--- src/rtl/address_latch_incdec.sv ---
// Address latch with a registered +1/-1/+0 stage that drives the CPU address pins
// and returns the adjusted value to the register file for PC/SP/BC/HL write-back.
module address_latch_incdec #(
  parameter int unsigned     AW         = 16,
  parameter logic [AW-1:0]   RESET_ADDR = '0
) (
  input  logic            clk,
  input  logic            reset,
  input  logic            nhold_clk_wait,
  input  logic [AW/2-1:0] db_hi_as_in,
  input  logic [AW/2-1:0] db_lo_as_in,
  input  logic            ctl_al_we,
  input  logic            ctl_al_hi_ff,
  input  logic            ctl_inc_cy,
  input  logic            ctl_inc_dec,
  input  logic            ctl_apin_mux,
  input  logic            ctl_bus_inc_oe,
  output logic [AW/2-1:0] db_hi_as_out,
  output logic [AW/2-1:0] db_lo_as_out,
  output logic            as_oe,
  output logic [AW-1:0]   abus,
  output logic            address_is_zero
);

  logic [AW-1:0] latch_q, latch_d;
  logic [AW-1:0] result_q, result_d;
  logic [AW-1:0] abus_q, abus_d;
  logic          zero_q, zero_d;
  logic [AW-1:0] adjust;

  // The inc/dec stage works on the value already held in the latch, giving one
  // cycle of latency between a bus load and its adjusted result.
  always_comb begin
    latch_d = latch_q;
    if (ctl_al_we) begin
      latch_d = {(ctl_al_hi_ff ? {(AW/2){1'b1}} : db_hi_as_in), db_lo_as_in};
    end

    adjust = '0;
    if (ctl_inc_cy) begin
      adjust = ctl_inc_dec ? {AW{1'b1}} : AW'(1);
    end

    result_d = latch_q + adjust;
    zero_d   = (result_d == '0);
    abus_d   = ctl_apin_mux ? result_d : latch_d;
  end

  always_ff @(posedge clk or posedge reset) begin
    if (reset) begin
      latch_q  <= RESET_ADDR;
      result_q <= RESET_ADDR;
      abus_q   <= RESET_ADDR;
      zero_q   <= (RESET_ADDR == '0);
    end else if (nhold_clk_wait) begin
      latch_q  <= latch_d;
      result_q <= result_d;
      abus_q   <= abus_d;
      zero_q   <= zero_d;
    end
  end

  // Loading the latch while driving the bus would loop the result back onto its
  // own source, so a simultaneous load suppresses the drive.
  assign as_oe           = ctl_bus_inc_oe & ~ctl_al_we;
  assign db_hi_as_out    = result_q[AW-1:AW/2];
  assign db_lo_as_out    = result_q[AW/2-1:0];
  assign abus            = abus_q;
  assign address_is_zero = zero_q;

endmodule

--- config.mk ---
export PLATFORM = sky130hd
export DESIGN_NAME = address_latch_incdec
export DESIGN_NICKNAME = d
export VERILOG_FILES = /design/src/rtl/address_latch_incdec.sv
export SDC_FILE = /design/constraint.sdc
export NUM_CORES = 1
export LEC_CHECK = 0
export BUFFER_PORTS_ARGS = -buffer_cell sky130_fd_sc_hd__buf_4
export CORE_MARGIN = 1
export CORE_UTILIZATION = 50
export CTS_CLUSTER_DIAMETER = 100
export CTS_CLUSTER_SIZE = 40
export DETAILED_ROUTE_END_ITERATION = 6
export PLACE_DENSITY = 0.74
export SLEW_MARGIN = 10
export SYNTH_ARGS = -nofsm -noshare
export SYNTH_HDL_FRONTEND = slang
export SYNTH_SLANG_ARGS = --single-unit
--- constraint.sdc ---
create_clock -name clk -period 6.7 [get_ports clk]
set_input_delay 0.67 -clock clk [delete_from_list [all_inputs] [get_ports clk]]
set_output_delay 0.67 -clock clk [all_outputs]
set_load 0.05 [all_outputs]
==> results of run 1 <==
cell families after synthesis:
kind of cell,count (synthesis),synth area share
compound gates,64,0.146
xor+xnor,15,0.0483
fa+ha+maj,2,0.00870
buf+inv,34,0.0596
flops,49,0.427
mux,41,0.154
simple gates,89,0.157
final cells by class:
class,count,area share
Multi-Input combinational cell,211,0.440
Tap cell,72,0.0268
Inverter,13,0.0145
Clock inverter,2,0.00298
Clock buffer,6,0.0216
Timing Repair Buffer,58,0.130
Sequential cell,49,0.365
metrics by stage:
stage | cell area, um^2 | cells | hold slack, ps | power [W]
6_report | 3360 | 411 | 508 | 0.000931
5_1_grt | 3360 | 411 | 525 | 0.000977
4_1_cts | 3360 | 411 | 510 | 0.000935
3_5_place_dp | 3280 | 403 | 497 | 0.000766
3_3_place_gp | 3280 | 403 | 481 | 0.000764
2_1_floorplan | 2880 | 294 | 513 | 0.000660
worst max-delay path, delay by kind of cell:
family,cells,cell delay [ps]
simple gates,3,680
buf+inv,1,140
compound gates,2,520
fa+ha+maj,2,610
xor+xnor,1,150
power breakdown:
group          switching, W  leakage, nW  total [W]  internal (W)
clock network     0.0000971       0.0450   0.000170     0.0000726
registers         0.0000504        0.536   0.000396      0.000345
logic              0.000239        0.845   0.000366      0.000127
total              0.000387         1.43   0.000931      0.000545
registers in the layout, summed over array words and instances, names as in the netlist:
register	cells
abus	16
result_q	16
address_is_zero	1
latch_q	16
layer usage:
layer  up-vias  global-route usage
met1      1144               0.364
met2        85               0.335
met4         0              0.0717
li1       1139                   -
met3         9              0.0388
met5         -                   0
cell usage after synthesis (all sizes together), types with 2 or more instances:
cell type,number
dfrtp,48
nor2,33
mux2,26
a21oi,23
mux2i,15
nand2,15
clkbuf,13
inv,13
o21ai,12
xnor2,10
o22ai,9
buf,8
o32ai,8
nand3,7
nor3,7
nand2b,6
nand4,5
xor2,5
a31oi,3
nor4,3
or3,3
or4,3
ha,2
nand4bb,2
o211ai,2
o21a,2
worst max path at each step:
| stage | depth (start not counted) | from | to |
|---|---|---|---|
| finish | 9 | ctl_inc_cy | address_is_zero |
| global route | 9 | ctl_inc_cy | address_is_zero |
| detailed placement | 9 | ctl_inc_cy | address_is_zero |
| CTS | 9 | ctl_inc_cy | address_is_zero |
| global placement | 9 | ctl_inc_cy | address_is_zero |
| floorplan | 3 | ctl_al_we | as_oe |
==> impl_metrics.xml, run 1 <==
<?xml version="1.0" encoding="UTF-8"?>
<metrics>
  <group name="global_routing">
    <metric name="grt_usage" unit="">0.236</metric>
    <metric name="grt_pass1_vias" unit="">2113</metric>
    <metric name="largest_net_degree_at_the_start_of_global_routing" unit="">64</metric>
    <metric name="grt_remaining_overflow" unit="">0</metric>
    <metric name="grt_first_pass_wirelength" unit="um">11000</metric>
    <metric name="initial_antenna_violation_count" unit="">0</metric>
  </group>
  <group name="worst_setup_path">
    <metric name="worst_setup_path_end_kind" unit="">register</metric>
    <metric name="rrSetupSlack" unit="ps">4200</metric>
    <metric name="arrival" unit="ps">2760</metric>
    <metric name="timing.rr.end" unit="">address_is_zero</metric>
    <metric name="largest_incremental_delay_on_the_critical_path" unit="ps">320</metric>
    <metric name="critPathMaxFanout" unit="">10</metric>
    <metric name="worst_path_most_repeated_cell" unit="">sky130_fd_sc_hd__ha_1</metric>
    <metric name="cp_data_required_time" unit="ps">6920</metric>
    <metric name="worst_setup_sp_type" unit="">input pin</metric>
    <metric name="worstRegToRegCells" unit="">7</metric>
    <metric name="r2r-start" unit="">latch_q[3]</metric>
    <metric name="critical_path.slowest_cell" unit="">sky130_fd_sc_hd__ha_1</metric>
    <metric name="critical_path.cell_chain" unit="">buf_4, ha_1, ha_1, nand2b_1, o32ai_1, xor2_1, nor3_1, nand4b_1, o32ai_2</metric>
    <metric name="setup.worst_path.class" unit="">input pin to register</metric>
  </group>
  <group name="route">
    <metric name="vias" unit="">2377</metric>
    <metric name="via_per_inst" unit="">5.78</metric>
    <metric name="routedLengthMet1" unit="um">3270</metric>
    <metric name="dr.max_layer_used" unit="">met4</metric>
    <metric name="detail_route.wl_per_cell" unit="um">16.4</metric>
    <metric name="drtAntennaViolNets" unit="">0</metric>
    <metric name="wirelength" unit="um">6720</metric>
    <metric name="route.met2.wl" unit="um">2980</metric>
    <metric name="dr.pass1.iters" unit="">5</metric>
    <metric name="detail_route.drc_violations" unit="">0</metric>
    <metric name="detailroute.wirelength.met3" unit="um">399</metric>
    <metric name="detail_route.iter0.violations" unit="">255</metric>
  </group>
  <group name="clocking">
    <metric name="cts-buffers-inserted" unit="">5</metric>
    <metric name="clk_pin_slew" unit="ps">90</metric>
    <metric name="worst_skew_pair_later_pin_latency" unit="ps">300</metric>
    <metric name="cts.htree.levels" unit="">2</metric>
    <metric name="post_cts_resized" unit="">0</metric>
    <metric name="cts_tree" unit="">built</metric>
    <metric name="post-cts-setup-buffers" unit="">0</metric>
    <metric name="clock_tree.buffer_depth" unit="">2</metric>
    <metric name="cts-hold-fix-buffers" unit="">0</metric>
    <metric name="tritoncts_num_sinks" unit="">49</metric>
    <metric name="clk_root_buffer_cell" unit="">sky130_fd_sc_hd__clkbuf_8</metric>
  </group>
  <group name="die">
    <metric name="floorplan.die.height" unit="um">77.9</metric>
    <metric name="dieWidth" unit="um">77.9</metric>
    <metric name="io_pins" unit="">59</metric>
    <metric name="core_area" unit="um^2">5540</metric>
    <metric name="floorplan.initialDensity" unit="">0.519</metric>
    <metric name="design.die.area" unit="um^2">6060</metric>
    <metric name="num_rows" unit="">27</metric>
  </group>
  <group name="synthesis">
    <metric name="seq_area_frac_synth" unit="">0.427</metric>
    <metric name="syn-num-nets" unit="">321</metric>
    <metric name="post_synth_inst_count" unit="">294</metric>
    <metric name="ys_dominant_reg_cell" unit="">sky130_fd_sc_hd__dfrtp_1</metric>
    <metric name="synth_async_sr_flop_share" unit="">1.00</metric>
    <metric name="ys.warnings.count" unit="">0</metric>
    <metric name="post_synth_instance_area" unit="um^2">2880</metric>
    <metric name="synth_area_leaders" unit="">sky130_fd_sc_hd__dfrtp_1 (42%), sky130_fd_sc_hd__mux2_2 (10%), sky130_fd_sc_hd__mux2i_1 (5.2%)</metric>
    <metric name="synth-edff-count" unit="">0</metric>
    <metric name="netlist-cell-type-count" unit="">47</metric>
    <metric name="yosysTopAreaCell" unit="">sky130_fd_sc_hd__dfrtp_1</metric>
    <metric name="postSynthRegisterBits" unit="">49</metric>
    <metric name="synth_largest_type_area_fraction" unit="">0.418</metric>
    <metric name="synth_area_per_cell" unit="um^2">9.78</metric>
  </group>
  <group name="cells_and_area">
    <metric name="post-route-util" unit="">0.607</metric>
    <metric name="layout.cells.most_common" unit="">sky130_fd_sc_hd__buf_4</metric>
    <metric name="layout-drive-gt1-share" unit="">0.304</metric>
    <metric name="final_net_count" unit="">365</metric>
    <metric name="layout_fillers" unit="">490</metric>
    <metric name="diodes" unit="">0</metric>
    <metric name="layout.cells.most_common_list" unit="">sky130_fd_sc_hd__buf_4 (58), sky130_fd_sc_hd__dfrtp_1 (48), sky130_fd_sc_hd__nor2_1 (33)</metric>
    <metric name="sequential_cell_area" unit="um^2">1230</metric>
    <metric name="area_taken_by_multi_input_logic_gates" unit="um^2">1480</metric>
    <metric name="area_growth" unit="%">16.9</metric>
  </group>
  <group name="timing">
    <metric name="setup_tns" unit="ps">0</metric>
    <metric name="rsz0062_at_grt" unit="">no</metric>
    <metric name="min_period" unit="ps">2540</metric>
    <metric name="setup_slack" unit="ps">4160</metric>
    <metric name="setup_viol_count_final" unit="">0</metric>
    <metric name="final_max_slew_viol_count" unit="">0</metric>
    <metric name="max_clock_freq" unit="MHz">394</metric>
    <metric name="clock_skew" unit="ps">5.77</metric>
    <metric name="slew_headroom" unit="">0.313</metric>
    <metric name="period_share" unit="">0.379</metric>
    <metric name="worstMarginPinSlew" unit="ps">1030</metric>
    <metric name="final_hold_viol_count" unit="">0</metric>
  </group>
  <group name="placement">
    <metric name="place_congestion" unit="">0.948</metric>
    <metric name="io_buffers" unit="">58</metric>
    <metric name="hpwl" unit="um">4800</metric>
    <metric name="dpl_worst_slack" unit="ps">3870</metric>
  </group>
  <group name="worst_hold_path">
    <metric name="worstHoldPathType" unit="">register to register</metric>
    <metric name="worstHoldEndpoint" unit="">address_is_zero</metric>
    <metric name="min_delay_path_depth" unit="">2</metric>
    <metric name="worst_hold_launch" unit="">address_is_zero</metric>
  </group>
  <group name="power">
    <metric name="ir_worst_vdd" unit="mV">0.159</metric>
    <metric name="cellPowerDensity" unit="nW/um^2">277</metric>
    <metric name="leakage" unit="nW">1.43</metric>
  </group>
  <group name="outcome">
    <metric name="outcome" unit="">completed</metric>
  </group>
  <group name="run">
    <metric name="drv.max_cap_violation_count" unit="">0</metric>
  </group>
</metrics>
(Power assumes the default switching activity.)
==> run 2, diff against run 1 <==
==> constraint.sdc (replaced) <==
create_clock -name clk -period 2.6 [get_ports clk]
set_input_delay 0.26 -clock clk [delete_from_list [all_inputs] [get_ports clk]]
set_output_delay 0.26 -clock clk [all_outputs]
set_load 0.05 [all_outputs]
==> run 2 against run 1 <==
Net effect: non-clock buffer count grew 16; wire length is 9.1% higher; sequential share of layout area fell by 1.7 points; global-route usage up 2.3 points; utilization is 3.1 points higher; cell count increased by 3.9%; sequential power rose to 2.5 times the previous value; critical path depth is 2 lower; critical path type is now register to register; highest routed layer unchanged.
==> impl_metrics.xml, run 2 (synthesis results as in run 1) <==
<?xml version="1.0" encoding="UTF-8"?>
<metrics>
  <group name="outcome">
    <metric name="outcome" unit="">completed</metric>
  </group>
  <group name="power">
    <metric name="netSwitchingFraction" unit="">0.398</metric>
    <metric name="seqPwrFrac" unit="">0.382</metric>
    <metric name="p_comb_frac" unit="">0.394</metric>
    <metric name="leakage" unit="nW">1.51</metric>
    <metric name="clock_power_share" unit="">0.224</metric>
    <metric name="switching_power" unit="W">0.00103</metric>
    <metric name="p_int" unit="W">0.00156</metric>
    <metric name="cellPowerDensity" unit="nW/um^2">734</metric>
    <metric name="ir_worst_vdd" unit="mV">0.446</metric>
  </group>
  <group name="timing">
    <metric name="period_share" unit="">0.950</metric>
    <metric name="worstMarginPinSlew" unit="ps">454</metric>
    <metric name="final_max_slew_viol_count" unit="">0</metric>
    <metric name="rsz0062_at_grt" unit="">no</metric>
    <metric name="setup_viol_count_final" unit="">0</metric>
    <metric name="clock_skew" unit="ps">2.87</metric>
    <metric name="final_hold_viol_count" unit="">0</metric>
    <metric name="setup_tns" unit="ps">0</metric>
    <metric name="min_period" unit="ps">2470</metric>
    <metric name="slew_headroom" unit="">0.698</metric>
    <metric name="max_clock_freq" unit="MHz">405</metric>
  </group>
  <group name="die">
    <metric name="io_pins" unit="">59</metric>
    <metric name="design.die.area" unit="um^2">6060</metric>
    <metric name="floorplan.initialDensity" unit="">0.519</metric>
    <metric name="dieWidth" unit="um">77.9</metric>
    <metric name="core_area" unit="um^2">5540</metric>
    <metric name="num_rows" unit="">27</metric>
    <metric name="floorplan.die.height" unit="um">77.9</metric>
  </group>
  <group name="route">
    <metric name="via_per_inst" unit="">5.76</metric>
    <metric name="dr.pass1.iters" unit="">5</metric>
    <metric name="detail_route.iter0.violations" unit="">194</metric>
    <metric name="wirelength" unit="um">7330</metric>
    <metric name="detail_route.wl_per_cell" unit="um">17.2</metric>
    <metric name="detail_route.drc_violations" unit="">0</metric>
    <metric name="vias" unit="">2459</metric>
    <metric name="drtAntennaViolNets" unit="">0</metric>
  </group>
  <group name="global_routing">
    <metric name="grt_usage" unit="">0.259</metric>
    <metric name="grt_first_pass_wirelength" unit="um">12200</metric>
    <metric name="initial_antenna_violation_count" unit="">0</metric>
    <metric name="grt_pass1_vias" unit="">2341</metric>
    <metric name="grt_remaining_overflow" unit="">0</metric>
    <metric name="largest_net_degree_at_the_start_of_global_routing" unit="">38</metric>
  </group>
  <group name="worst_hold_path">
    <metric name="worst_hold_launch" unit="">db_lo_as_in[6]</metric>
    <metric name="worstHoldPathType" unit="">input pin to register</metric>
  </group>
  <group name="worst_setup_path">
    <metric name="critical_path.cell_chain" unit="">or4_4, nand2b_4, a21oi_1, mux2i_1, xnor2_1, nand4b_1, o32ai_2</metric>
    <metric name="critical_path.slowest_cell" unit="">sky130_fd_sc_hd__or4_4</metric>
    <metric name="cp_data_required_time" unit="ps">2830</metric>
    <metric name="start_point_of_the_critical_path" unit="">latch_q[4]</metric>
    <metric name="worst_setup_path_end_kind" unit="">register</metric>
    <metric name="r2r-start" unit="">latch_q[4]</metric>
    <metric name="worst_setup_sp_type" unit="">register</metric>
    <metric name="setup.worst_path.class" unit="">register to register</metric>
    <metric name="critPathMaxFanout" unit="">6</metric>
    <metric name="largest_incremental_delay_on_the_critical_path" unit="ps">590</metric>
    <metric name="arrival" unit="ps">2700</metric>
  </group>
  <group name="clocking">
    <metric name="cts_tree" unit="">built</metric>
    <metric name="clk_root_buffer_cell" unit="">sky130_fd_sc_hd__clkbuf_8</metric>
    <metric name="clk_pin_slew" unit="ps">90</metric>
    <metric name="clock_tree.buffer_depth" unit="">2</metric>
    <metric name="tritoncts_num_sinks" unit="">49</metric>
    <metric name="post-cts-setup-buffers" unit="">0</metric>
    <metric name="worst_skew_pair_later_pin_latency" unit="ps">310</metric>
    <metric name="cts.htree.levels" unit="">2</metric>
    <metric name="cts-buffers-inserted" unit="">5</metric>
  </group>
  <group name="cells_and_area">
    <metric name="layout-drive-gt1-share" unit="">0.344</metric>
    <metric name="layout.cells.most_common_list" unit="">sky130_fd_sc_hd__buf_4 (73), sky130_fd_sc_hd__dfrtp_1 (47), sky130_fd_sc_hd__nor2_1 (33)</metric>
    <metric name="sequential_cell_area" unit="um^2">1230</metric>
    <metric name="area_taken_by_multi_input_logic_gates" unit="um^2">1490</metric>
    <metric name="layout.cells.most_common" unit="">sky130_fd_sc_hd__buf_4</metric>
    <metric name="postLayoutCellArea" unit="um^2">3530</metric>
    <metric name="layout_fillers" unit="">488</metric>
    <metric name="area_growth" unit="%">22.9</metric>
    <metric name="diodes" unit="">0</metric>
    <metric name="final_net_count" unit="">381</metric>
  </group>
  <group name="placement">
    <metric name="place_congestion" unit="">0.911</metric>
    <metric name="hpwl" unit="um">5420</metric>
    <metric name="placed_area" unit="um^2">3390</metric>
    <metric name="io_buffers" unit="">58</metric>
  </group>
  <group name="run">
    <metric name="drv.max_cap_violation_count" unit="">0</metric>
  </group>
</metrics>
[run 2: changes by cell type in the layout (fill, tap and decap cells not counted), sizes merged]
cell / delta
buf: +15
bufinv: +1
clkinv: -2
clkinvlp: +1
dlygate4sd3: +1
[run 2: critical path, delay by kind of cell (launching register included)]
family / cells / cell delay, ps
AO/OA/AOI/OAI: 2 / 440
XOR/XNOR: 1 / 170
flip-flops: 1 / 460
multiplexers: 1 / 330
AND/OR/NAND/NOR: 3 / 990
[run 2: layout make-up]
type | count | area share
Clock inverter | 2 | 0.0106
Tap cell | 72 | 0.0255
Inverter | 13 | 0.0138
Timing Repair Buffer | 74 | 0.158
Multi-Input combinational cell | 211 | 0.421
Clock buffer | 6 | 0.0234
Sequential cell | 49 | 0.348
[run 2: path summary, 6_finish.rpt]
path	slack (ps)	cells past startpoint	end
worst min register to register	510	2	address_is_zero
worst max register to register	130	7	address_is_zero
worst max-delay path	130	7	address_is_zero
min in group asynchronous	440	3	result_q[4]
max in group asynchronous	1370	4	address_is_zero
worst min-delay path	180	2	latch_q[6]
[run 2: power groups by stage]
| stage | Combinational [W] | Clock, W | Sequential (W) |
|---|---|---|---|
| 2_1_floorplan | 0.000385 | 0 | 0.00132 |
| 3_3_place_gp | 0.00100 | 0 | 0.000998 |
| 3_5_place_dp | 0.00101 | 0 | 0.00101 |
| 4_1_cts | 0.00102 | 0.000590 | 0.000992 |
| 5_1_grt | 0.00108 | 0.000616 | 0.00101 |
| 6_report | 0.00102 | 0.000582 | 0.000992 |
[run 2: per-layer routing]
| layer | vias up | track usage | part of all wire |
|---|---|---|---|
| li1 | 1175 | - | - |
| met1 | 1210 | 0.384 | 0.49 |
| met2 | 68 | 0.385 | 0.46 |
| met3 | 6 | 0.0459 | 0.043 |
| met4 | 0 | 0.0736 | 0.011 |
| met5 | - | 0 | 0 |
[run 2: repair_timing]
item	CTS	global route
gates resized for setup	1	2
setup endpoints to repair	1	1
pin swaps	0	1
hold endpoints to repair	14	0
hold buffers	1	0
[run 2: stage by stage]
stage / util / std cells / total power, W / hold WS (ps) / worst slack, ps
final: 0.638 / 427 / 0.00259 / 184 / 130
after detailed placement: 0.612 / 418 / 0.00202 / 247 / 22.7
after CTS: 0.637 / 427 / 0.00260 / 187 / 108
after global routing: 0.638 / 427 / 0.00271 / 187 / 18.4
after global placement: 0.612 / 418 / 0.00200 / 234 / 47.6
after floorplan: - / 294 / 0.00170 / 410 / 446
==> run 3, diff against run 2 <==
--- a/config.mk
+++ b/config.mk
@@ -6,13 +6,13 @@
 export NUM_CORES = 1
 export LEC_CHECK = 0
 export BUFFER_PORTS_ARGS = -buffer_cell sky130_fd_sc_hd__buf_4
-export CORE_MARGIN = 1
+export CORE_MARGIN = 10
 export CORE_UTILIZATION = 50
 export CTS_CLUSTER_DIAMETER = 100
 export CTS_CLUSTER_SIZE = 40
 export DETAILED_ROUTE_END_ITERATION = 6
-export PLACE_DENSITY = 0.74
-export SLEW_MARGIN = 10
+export PLACE_DENSITY_LB_ADDON = 0.05
+export SLEW_MARGIN = 20
 export SYNTH_ARGS = -nofsm -noshare
 export SYNTH_HDL_FRONTEND = slang
 export SYNTH_SLANG_ARGS = --single-unit
==> run 3 against run 2 <==
Net effect: clock-buffer cell count is the same; global-route usage decreased by 8.5 points; critical path depth increased by 1; power decreased by 0.62%; setup slack worse by 27 ps; sequential cell count unchanged; clock skew up 14 ps; critical path type unchanged.
==> impl_metrics.xml, run 3 (synthesis results as in run 1) <==
<?xml version="1.0" encoding="UTF-8"?>
<metrics>
  <group name="outcome">
    <metric name="outcome" unit="">completed</metric>
  </group>
  <group name="timing">
    <metric name="setup_viol_count_final" unit="">0</metric>
    <metric name="rsz0062_at_grt" unit="">no</metric>
    <metric name="slew_headroom" unit="">0.657</metric>
    <metric name="final_max_slew_viol_count" unit="">0</metric>
    <metric name="worstMarginPinSlew" unit="ps">515</metric>
    <metric name="min_period" unit="ps">2500</metric>
    <metric name="clock_skew" unit="ps">16.8</metric>
    <metric name="max_clock_freq" unit="MHz">400</metric>
    <metric name="final_hold_viol_count" unit="">0</metric>
    <metric name="setup_tns" unit="ps">0</metric>
    <metric name="period_share" unit="">0.960</metric>
  </group>
  <group name="power">
    <metric name="cellPowerDensity" unit="nW/um^2">737</metric>
    <metric name="switching_power" unit="W">0.00104</metric>
    <metric name="p_int" unit="W">0.00153</metric>
    <metric name="clock_power_share" unit="">0.221</metric>
    <metric name="total_power" unit="W">0.00258</metric>
    <metric name="p_comb_frac" unit="">0.394</metric>
    <metric name="seqPwrFrac" unit="">0.385</metric>
    <metric name="ir_worst_vdd" unit="mV">0.489</metric>
    <metric name="leakage" unit="nW">1.50</metric>
    <metric name="netSwitchingFraction" unit="">0.405</metric>
  </group>
  <group name="route">
    <metric name="detail_route.drc_violations" unit="">0</metric>
    <metric name="detail_route.wl_per_cell" unit="um">18.2</metric>
    <metric name="vias" unit="">2420</metric>
    <metric name="wirelength" unit="um">7750</metric>
    <metric name="dr.pass1.iters" unit="">5</metric>
    <metric name="detail_route.iter0.violations" unit="">215</metric>
    <metric name="drtAntennaViolNets" unit="">0</metric>
    <metric name="via_per_inst" unit="">5.69</metric>
  </group>
  <group name="global_routing">
    <metric name="grt_usage" unit="">0.174</metric>
    <metric name="grt_remaining_overflow" unit="">0</metric>
    <metric name="grt_pass1_vias" unit="">2440</metric>
    <metric name="initial_antenna_violation_count" unit="">0</metric>
    <metric name="largest_net_degree_at_the_start_of_global_routing" unit="">49</metric>
    <metric name="grt_first_pass_wirelength" unit="um">12800</metric>
  </group>
  <group name="worst_setup_path">
    <metric name="cp_data_required_time" unit="ps">2830</metric>
    <metric name="critPathMaxFanout" unit="">10</metric>
    <metric name="arrival" unit="ps">2730</metric>
    <metric name="rrSetupSlack" unit="ps">100</metric>
    <metric name="start_point_of_the_critical_path" unit="">latch_q[1]</metric>
    <metric name="setup.worst_path.class" unit="">register to register</metric>
    <metric name="r2r-start" unit="">latch_q[1]</metric>
    <metric name="timing.rr.end" unit="">address_is_zero</metric>
    <metric name="worstRegToRegCells" unit="">8</metric>
    <metric name="cp-endpoint" unit="">address_is_zero</metric>
    <metric name="worst_setup_sp_type" unit="">register</metric>
    <metric name="worst_setup_path_end_kind" unit="">register</metric>
  </group>
  <group name="clocking">
    <metric name="cts_tree" unit="">built</metric>
    <metric name="worst_skew_pair_later_pin_latency" unit="ps">310</metric>
    <metric name="clk_pin_slew" unit="ps">100</metric>
    <metric name="clk_root_buffer_cell" unit="">sky130_fd_sc_hd__clkbuf_8</metric>
    <metric name="cts-buffers-inserted" unit="">5</metric>
    <metric name="clock_tree.buffer_depth" unit="">2</metric>
    <metric name="tritoncts_num_sinks" unit="">49</metric>
    <metric name="cts.htree.levels" unit="">2</metric>
  </group>
  <group name="cells_and_area">
    <metric name="layout.cells.most_common_list" unit="">sky130_fd_sc_hd__buf_4 (71), sky130_fd_sc_hd__dfrtp_1 (48), sky130_fd_sc_hd__nor2_1 (33)</metric>
    <metric name="area_growth" unit="%">21.6</metric>
    <metric name="layout-drive-gt1-share" unit="">0.329</metric>
    <metric name="diodes" unit="">0</metric>
    <metric name="final_net_count" unit="">379</metric>
    <metric name="layout.cells.most_common" unit="">sky130_fd_sc_hd__buf_4</metric>
  </group>
  <group name="die">
    <metric name="floorplan.initialDensity" unit="">0.519</metric>
    <metric name="dieWidth" unit="um">95.9</metric>
    <metric name="design.die.area" unit="um^2">9190</metric>
    <metric name="floorplan.die.height" unit="um">95.9</metric>
    <metric name="core_area" unit="um^2">5540</metric>
    <metric name="num_rows" unit="">27</metric>
    <metric name="io_pins" unit="">59</metric>
  </group>
  <group name="run">
    <metric name="drv.max_cap_violation_count" unit="">0</metric>
  </group>
  <group name="placement">
    <metric name="hpwl" unit="um">5800</metric>
    <metric name="place_congestion" unit="">0.931</metric>
    <metric name="io_buffers" unit="">58</metric>
  </group>
  <group name="worst_hold_path">
    <metric name="worstHoldPathType" unit="">input pin to register</metric>
  </group>
</metrics>
run 3: changes by cell type in the layout (fill, tap and decap cells not counted), sizes merged:
cell,change
buf,-2
inv,+1
clkinvlp,-1
run 3: critical path, stage by stage, from the launching register on:
cell                       delay (ps)
sky130_fd_sc_hd__dfrtp_1          500
sky130_fd_sc_hd__xnor2_1          180
sky130_fd_sc_hd__ha_1             270
sky130_fd_sc_hd__nand2b_1         240
sky130_fd_sc_hd__o21a_1           260
sky130_fd_sc_hd__xnor2_1          180
sky130_fd_sc_hd__nor4_1           390
sky130_fd_sc_hd__nand4b_1         170
sky130_fd_sc_hd__o32ai_2          220
run 3: repair_timing:
item                      in CTS  in global routing
hold buffers                   1                  0
hold endpoints to repair      14                  0
resized for setup              0                  0
setup buffers                  0                  0
run 3: per-stage QoR:
stage | hold WS (ps) | area, um^2 | setup WS (ps) | utilization | cells
2_1_floorplan | 410 | 2880 | 446 | - | 294
3_3_place_gp | 332 | 3380 | 99.4 | 0.610 | 416
3_5_place_dp | 325 | 3380 | 106 | 0.610 | 416
4_1_cts | 199 | 3500 | 106 | 0.631 | 425
5_1_grt | 200 | 3500 | 9.88 | 0.631 | 425
6_report | 207 | 3500 | 103 | 0.631 | 425
run 3: power groups by stage:
stage	Clock (W)	Combinational, W	Sequential, W
3_5_place_dp	0	0.00102	0.00101
5_1_grt	0.000615	0.00109	0.00101
2_1_floorplan	0	0.000385	0.00132
6_report	0.000569	0.00102	0.000992
4_1_cts	0.000583	0.00103	0.000992
3_3_place_gp	0	0.00102	0.00100
run 3: worst min-delay path by stage:
stage / from / end / depth (start not counted)
after floorplan: db_lo_as_in[2] / latch_q[2] / 1
after global placement: reset / abus[7] / 2
after global routing: db_lo_as_in[7] / latch_q[7] / 2
final: db_lo_as_in[5] / latch_q[5] / 2
after detailed placement: reset / abus[7] / 2
after CTS: db_lo_as_in[6] / latch_q[6] / 2
run 3: cell type report:
type	instances	area (um^2)
repair buffers	72	543
clock inverters	2	38.8
flip-flops and latches	49	1230
clock buffers	6	72.6
fillers	502	2040
inverters	13	48.8
multi-input cells	211	1480
well taps	72	90.1
run 3: layer usage:
metal | GRT usage | wire length (um) | vias up
li1 | - | - | 1165
met3 | 0.0537 | 571 | 7
met1 | 0.249 | 3580 | 1171
met2 | 0.252 | 3540 | 77
met4 | 0.0344 | 61 | 0
met5 | 0 | 0 | -
